File: src/rtl/qspi_fill_arbiter.sv
// ============================================================================
// Module   : qspi_fill_arbiter
// Purpose  : Round-robin arbiter sharing one QSPI XIP line-fill engine between
//            two requesters, with merge of identical requests and fill watchdog.
// Revision : 1.0 - initial release
// ============================================================================
`default_nettype none

module qspi_fill_arbiter #(
  parameter int LAW     = 21,
  parameter int TIMEOUT = 64
) (
  input  logic           HCLK,
  input  logic           HRESET,
  input  logic           eng_ready,
  input  logic           r0_req,
  input  logic [LAW-1:0] r0_laddr,
  output logic           r0_ack,
  output logic           r0_err,
  input  logic           r1_req,
  input  logic [LAW-1:0] r1_laddr,
  output logic           r1_ack,
  output logic           r1_err,
  output logic [63:0]    line_data,
  output logic           grant_id,
  output logic           busy,
  output logic           fill_start,
  output logic [LAW-1:0] fill_laddr,
  input  logic           fill_done,
  input  logic [63:0]    fill_data,
  output logic           fill_abort
);

  localparam int TW = $clog2(TIMEOUT + 1);

  typedef enum logic [1:0] {
    ST_IDLE  = 2'd0,
    ST_ISSUE = 2'd1,
    ST_WAIT  = 2'd2,
    ST_RESP  = 2'd3
  } state_t;

  state_t          r_state;
  logic [TW-1:0]   r_timer;
  logic            r_last;
  logic            r_merge;
  logic            r_err_f;
  logic            r_grant;
  logic [LAW-1:0]  r_fill_laddr;
  logic [63:0]     r_line;
  logic            r_fill_start;
  logic            r_fill_abort;
  logic            r_r0_ack;
  logic            r_r0_err;
  logic            r_r1_ack;
  logic            r_r1_err;

  logic            w_any_req;
  logic            w_winner;
  logic            w_merge;
  logic            w_timeout;

  // On a tie the port that did not own the previous fill wins.
  assign w_any_req = r0_req | r1_req;
  assign w_winner  = (r0_req & r1_req) ? ~r_last : r1_req;
  assign w_merge   = r0_req & r1_req & (r0_laddr == r1_laddr);
  assign w_timeout = (r_timer == TW'(TIMEOUT - 1));

  always_ff @(posedge HCLK or posedge HRESET) begin
    if (HRESET) begin
      r_state      <= ST_IDLE;
      r_timer      <= '0;
      r_last       <= 1'b1;
      r_merge      <= 1'b0;
      r_err_f      <= 1'b0;
      r_grant      <= 1'b0;
      r_fill_laddr <= '0;
      r_line       <= '0;
      r_fill_start <= 1'b0;
      r_fill_abort <= 1'b0;
      r_r0_ack     <= 1'b0;
      r_r0_err     <= 1'b0;
      r_r1_ack     <= 1'b0;
      r_r1_err     <= 1'b0;
    end else begin
      r_fill_start <= 1'b0;
      r_fill_abort <= 1'b0;
      r_r0_ack     <= 1'b0;
      r_r0_err     <= 1'b0;
      r_r1_ack     <= 1'b0;
      r_r1_err     <= 1'b0;
      case (r_state)
        ST_IDLE: begin
          if (eng_ready && w_any_req) begin
            r_grant      <= w_winner;
            r_fill_laddr <= w_winner ? r1_laddr : r0_laddr;
            r_merge      <= w_merge;
            r_state      <= ST_ISSUE;
          end
        end
        ST_ISSUE: begin
          r_fill_start <= 1'b1;
          r_timer      <= '0;
          r_state      <= ST_WAIT;
        end
        ST_WAIT: begin
          r_timer <= r_timer + TW'(1);
          // A completion on the watchdog's last cycle still counts as success.
          if (fill_done) begin
            r_line  <= fill_data;
            r_err_f <= 1'b0;
            r_state <= ST_RESP;
          end else if (w_timeout) begin
            r_fill_abort <= 1'b1;
            r_err_f      <= 1'b1;
            r_state      <= ST_RESP;
          end
        end
        ST_RESP: begin
          if (r_err_f) begin
            r_r0_err <= ~r_grant | r_merge;
            r_r1_err <=  r_grant | r_merge;
          end else begin
            r_r0_ack <= ~r_grant | r_merge;
            r_r1_ack <=  r_grant | r_merge;
          end
          r_last  <= r_grant;
          r_state <= ST_IDLE;
        end
        default: r_state <= ST_IDLE;
      endcase
    end
  end

  assign r0_ack     = r_r0_ack;
  assign r0_err     = r_r0_err;
  assign r1_ack     = r_r1_ack;
  assign r1_err     = r_r1_err;
  assign line_data  = r_line;
  assign grant_id   = r_grant;
  assign busy       = (r_state != ST_IDLE);
  assign fill_start = r_fill_start;
  assign fill_laddr = r_fill_laddr;
  assign fill_abort = r_fill_abort;

endmodule

`default_nettype wire
File: config.mk
export PLATFORM = sky130hd
export DESIGN_NAME = qspi_fill_arbiter
export DESIGN_NICKNAME = d
export VERILOG_FILES = /design/src/rtl/qspi_fill_arbiter.sv
export SDC_FILE = /design/constraint.sdc
export NUM_CORES = 1
export LEC_CHECK = 0
export BUFFER_PORTS_ARGS = -buffer_cell sky130_fd_sc_hd__buf_2
export CORE_AREA = 4 4 142 144
export CTS_CLUSTER_DIAMETER = 200
export DETAILED_ROUTE_END_ITERATION = 6
export DIE_AREA = 0 0 146 148
export HOLD_SLACK_MARGIN = 0.1
export SLEW_MARGIN = 30
export SYNTH_ARGS = -nofsm -noshare
export SYNTH_HDL_FRONTEND = slang
export SYNTH_SLANG_ARGS = --single-unit
export TNS_END_PERCENT = 1
File: constraint.sdc
create_clock -name HCLK -period 3.44 [get_ports HCLK]
set_input_delay 0.688 -clock HCLK [delete_from_list [all_inputs] [get_ports HCLK]]
set_output_delay 0.688 -clock HCLK [all_outputs]
set_load 0.02 [all_outputs]
* Yosys cells after proc, flatten, opt, wreduce, memory -nomap -nowiden
Cells that the tools add are included.
** Cells by class
- $add $sub $neg :: 1
- Divide/modulo/power cells :: 0
- Shifts and indexed selects :: 0
- Multipliers :: 0
- Equality and inequality tests :: 7
- Reduce and logical (&&, ||, !) cells :: 9
- Magnitude comparators :: 0
- Muxes and demuxes :: 21
- Bitwise operators :: 7
** Operators with widths (count)
- $eq 21x21->1 :: 1
- $mux 21 :: 1
- $mux 1 :: 15
- $pmux 7 s2 :: 1
- $pmux 2 s4 :: 1
- $reduce_and 2->1 :: 4
- $add 7x1->7 const B :: 1
- $eq 7x6->1 const B :: 1
- $mux 2 :: 3
- $reduce_bool 2->1 :: 3
- $eq 2x2->1 const B :: 2
- $ne 3x3->1 const B :: 1
- $or 1x1->1 :: 3
- $and 1x1->1 :: 2
- $eq 2x1->1 const B :: 1
- $logic_not 2->1 :: 1
- $ne 2x2->1 const B :: 1
- $not 1->1 :: 2
- $logic_and 1x1->1 :: 1
** Storage, ports and cells
- Logic and storage cells :: 59
- Output and inout port bits :: 93
- Memory bits (read-only) :: 0
- Memories :: 0
- Register bits :: 104
- Latch bits :: 0
- RAM bits :: 0

* Depth between registers and ports, before layout
- Depth after elaboration :: 4
- Depth in mapped cells :: 8
- Depth with buffers taken out :: 6

* Least setup slack after synthesis
No wires, ideal clock.
- Kind :: reg2reg
- Start :: register r_state[0]
- End :: register r_grant, in the netlist grant_id
- Data required time :: 3.312 ns
- Path buffers :: 1
- Slack :: 1.839 ns
- Arrival :: 1.474 ns
- Cell stages (with the launch flop) :: 7
- Path through :: dfrtp_1 -> inv_1 -> ha_1 -> inv_1 -> or2_1 -> buf_2 -> mux2_1
** On the way
- Word-level cells in the longest chain between the ends :: 2
** Ends and longest elaborated chain
- start: declaration :: line 43 : state_t r_state;
- start signal: assignment :: line 71 : r_state <= ST_IDLE;
- start signal: assignment :: line 98 : r_state <= ST_ISSUE;
- start signal: assignment :: line 104 : r_state <= ST_WAIT;
- $logic_not 2->1 :: line 92 : case (r_state)
- $reduce_and 2->1 (no source line)
- end signal: assignment :: line 95 : r_grant <= w_winner;
- end: declaration :: line 48 : logic r_grant;
No other way between the ends.
A chain may end at the register's enable or synchronous reset.

* Worst setup path after layout
- Start :: register r_state[0]
- End :: register r_line[62], in the netlist line_data[62]
** On the way
- Word-level cells in the longest chain between the ends :: 2
** Ends and longest elaborated chain
- $eq 2x2->1 :: line 92
- $reduce_and 2->1 (no source line)
- end signal: assignment :: line 110 : r_line <= fill_data;
- end: declaration :: line 50 : logic [63:0] r_line;
No other way between the ends.

==> metrics <==
CP Cell Sequence inv_1, ha_1, buf_4, nand2_4, buf_6, mux2_2; DRC Markers 0; gr usage total 10.7%; critical path buffer and inverter count 3; peak supply drop 0.000286 V; critical path class reg2reg; total number of yosys warnings 0; synthesis-to-finish area growth 34.2%; IO Port Bufs 204; Overflow after GRT 0; clk sinks 104; Syn Inst Count 338; setup bufs post-CTS 0; Detail Route Antenna Nets 0; Pre-Repair DR Iteration Count 4; max incr delay on CP 610 ps; Final Hold Viols 0; htree depth 3; CTS root buf clkbuf_16; first-pass GRT wire length 18400 µm; setup_tns 0 ps; Starting Density 24.9%; Core Util, Final 33.4%; fin nets 662; Hold Crit Class in2async; vias per inst 4.22; Clk Latency, worst-skew pair 350 ps; I/O Pins 205; PwrDens 918 nW/µm²; Worst-Margin Slew 817 ps; largest net degree at the start of global routing 66; top-count cell post-synth dfrtp_1; Die Ht 148 µm; syn_nets 456; share of layout cells above drive strength 1 54.5%; #FFs+latches synth 104; Worst R2R Path Depth 6; Placed Instances 766; number of global-route vias before repair 3407; Die ar. 21600 µm²; Pleak 3.25 nW; Num CTS Buffers 9; Longest Clk Path Bufs 2; delay-heaviest family, CP buffers and inverters; status finished clean; Seq/Total Area, Yosys 55.9%; RSZ-0062 raised after global routing no; EDFF count, synth 0; CTS tree built; Iter 0 DRT Violations 78; cell taking the most area after synthesis dfrtp_1; ys async rst share 100%; via count 3305; Worst path depth 6; Layout Skew 9.36 ps; core area 18700 µm²; fin cells 783; Syn Area/Cell 13.8 µm²; CP arrival 2300 ps; GPL Wtd Cong 0.718; Main synth FF type dfrtp_1; Distinct cells, synth 37; Max-Cap Viols 0; row count 50; post-synth top area share 55.3%; slowest CP cell buf_6; Post-synth top cells dfrtp_1 (103), mux2_4 (49), nand2_1 (28), mux2i_1 (22), o21ai_1 (20); WP data required 3680 ps; Slew Limit Fails 0; Routed Wire Length 11400 µm; fin crit period 2060 ps; ranking of synthesized cells by area dfrtp_1 (55%), mux2_4 (16%), mux2i_1 (4.7%); Post-CTS Resized 0; final setup fails 0; crit end category flip-flop; Worst slew margin 45.5%; Post-CTS Hold Buffers 0; diode count 0; Mapped Area 4660 µm²; routed len/inst 14.6 µm; initial antenna violation count 0; CP max FO 65; die width 146 µm; Final period util 60.0%; hpwl dp 8570 µm; clock slew at reported path FFs 80 ps; CP startpoint kind flip-flop; Highest Clock Rate 0.484 GHz
==> power by group <==
part | internal [mW] | switching, mW | total, mW
Clock | 0.531 | 0.505 | 1.04
Sequential | 1.78 | 0.301 | 2.08
Combinational | 1.19 | 1.44 | 2.63
Total | 3.50 | 2.24 | 5.74
==> metal layers <==
| metal | track usage (%) | routed length (µm) | vias to the layer above |
|---|---|---|---|
| met5 | 0 | 0 | - |
| met4 | 2.78 | 135 | 0 |
| met3 | 4.78 | 1120 | 9 |
| met2 | 16.6 | 4990 | 157 |
| met1 | 13.6 | 5170 | 1548 |
| li1 | - | - | 1591 |
==> layout by cell type, fill, tap and decap left out, drive strengths merged <==
| cell type | instances |
|---|---|
| buf | 210 |
| dfrtp | 103 |
| mux2 | 67 |
| nand2 | 29 |
| o21ai | 27 |
| mux2i | 22 |
| xor2 | 18 |
| inv | 12 |
| clkbuf | 10 |
| nor2 | 6 |
| ha | 6 |
| nand4 | 4 |
| a21oi | 4 |
| xnor2 | 4 |
| nor4 | 4 |
| nand3 | 3 |
| nor2b | 2 |
| o22ai | 2 |
| nand2b | 2 |
| nor3 | 2 |
| or2 | 2 |
| nor3b | 1 |
| or3 | 1 |
| a211oi | 1 |
| a21boi | 1 |
| a21o | 1 |
| o41ai | 1 |
| nor4b | 1 |
| clkinv | 1 |
| clkinvlp | 1 |
| dfstp | 1 |
==> path summary, 6_finish.rpt <==
path / start / endpoint / slack, ps
max in group asynchronous: HRESET / r_merge / 2280
worst min-delay path: HRESET / line_data[39] / 420
min in group HCLK: fill_laddr[19] / fill_laddr[19] / 480
worst min register to register: fill_laddr[19] / fill_laddr[19] / 480
worst max-delay path: r_state[0] / line_data[62] / 1380
worst max register to register: r_state[0] / line_data[62] / 1380
==> logic make-up (layout without fill, tap and decap cells) <==
kind of cell / Yosys count / in the layout / synth area share (%)
flops: 104 / 104 / 55.9
fa+ha+maj: 6 / 6 / 1.61
mux: 89 / 89 / 24.9
buf+inv: 23 / 234 / 3.14
compound gates: 37 / 37 / 4.38
xor+xnor: 22 / 22 / 4.13
simple gates: 57 / 57 / 6.01
==> sequential cells by signal, summed over array words and instances (netlist names) <==
register	flops
fill_abort	1
fill_laddr	21
fill_start	1
grant_id	1
line_data	64
r0_ack	1
r0_err	1
r1_ack	1
r1_err	1
r_err_f	1
r_last	1
r_merge	1
r_state	2
r_timer	7
==> per-stage QoR <==
step	instance area (µm²)	setup slack (ps)	power, mW	hold slack, ps
finish	6250	1380	5.74	424
global route	6250	1260	6.13	471
CTS	6230	1360	5.85	447
detailed placement	5930	1240	4.76	473
global placement	5920	1100	4.72	465
floorplan	4660	21.5	3.91	467
==> cell type report <==
cell class	count	area (µm²)
inverter	8	32.5
tap	234	293
sequential	104	2600
clock buffer	10	239
multi-input combinational	211	1920
fill	1877	12500
timing repair buffer	210	1100
clock inverter	6	61.3
Power figures use the tool's default switching activity.
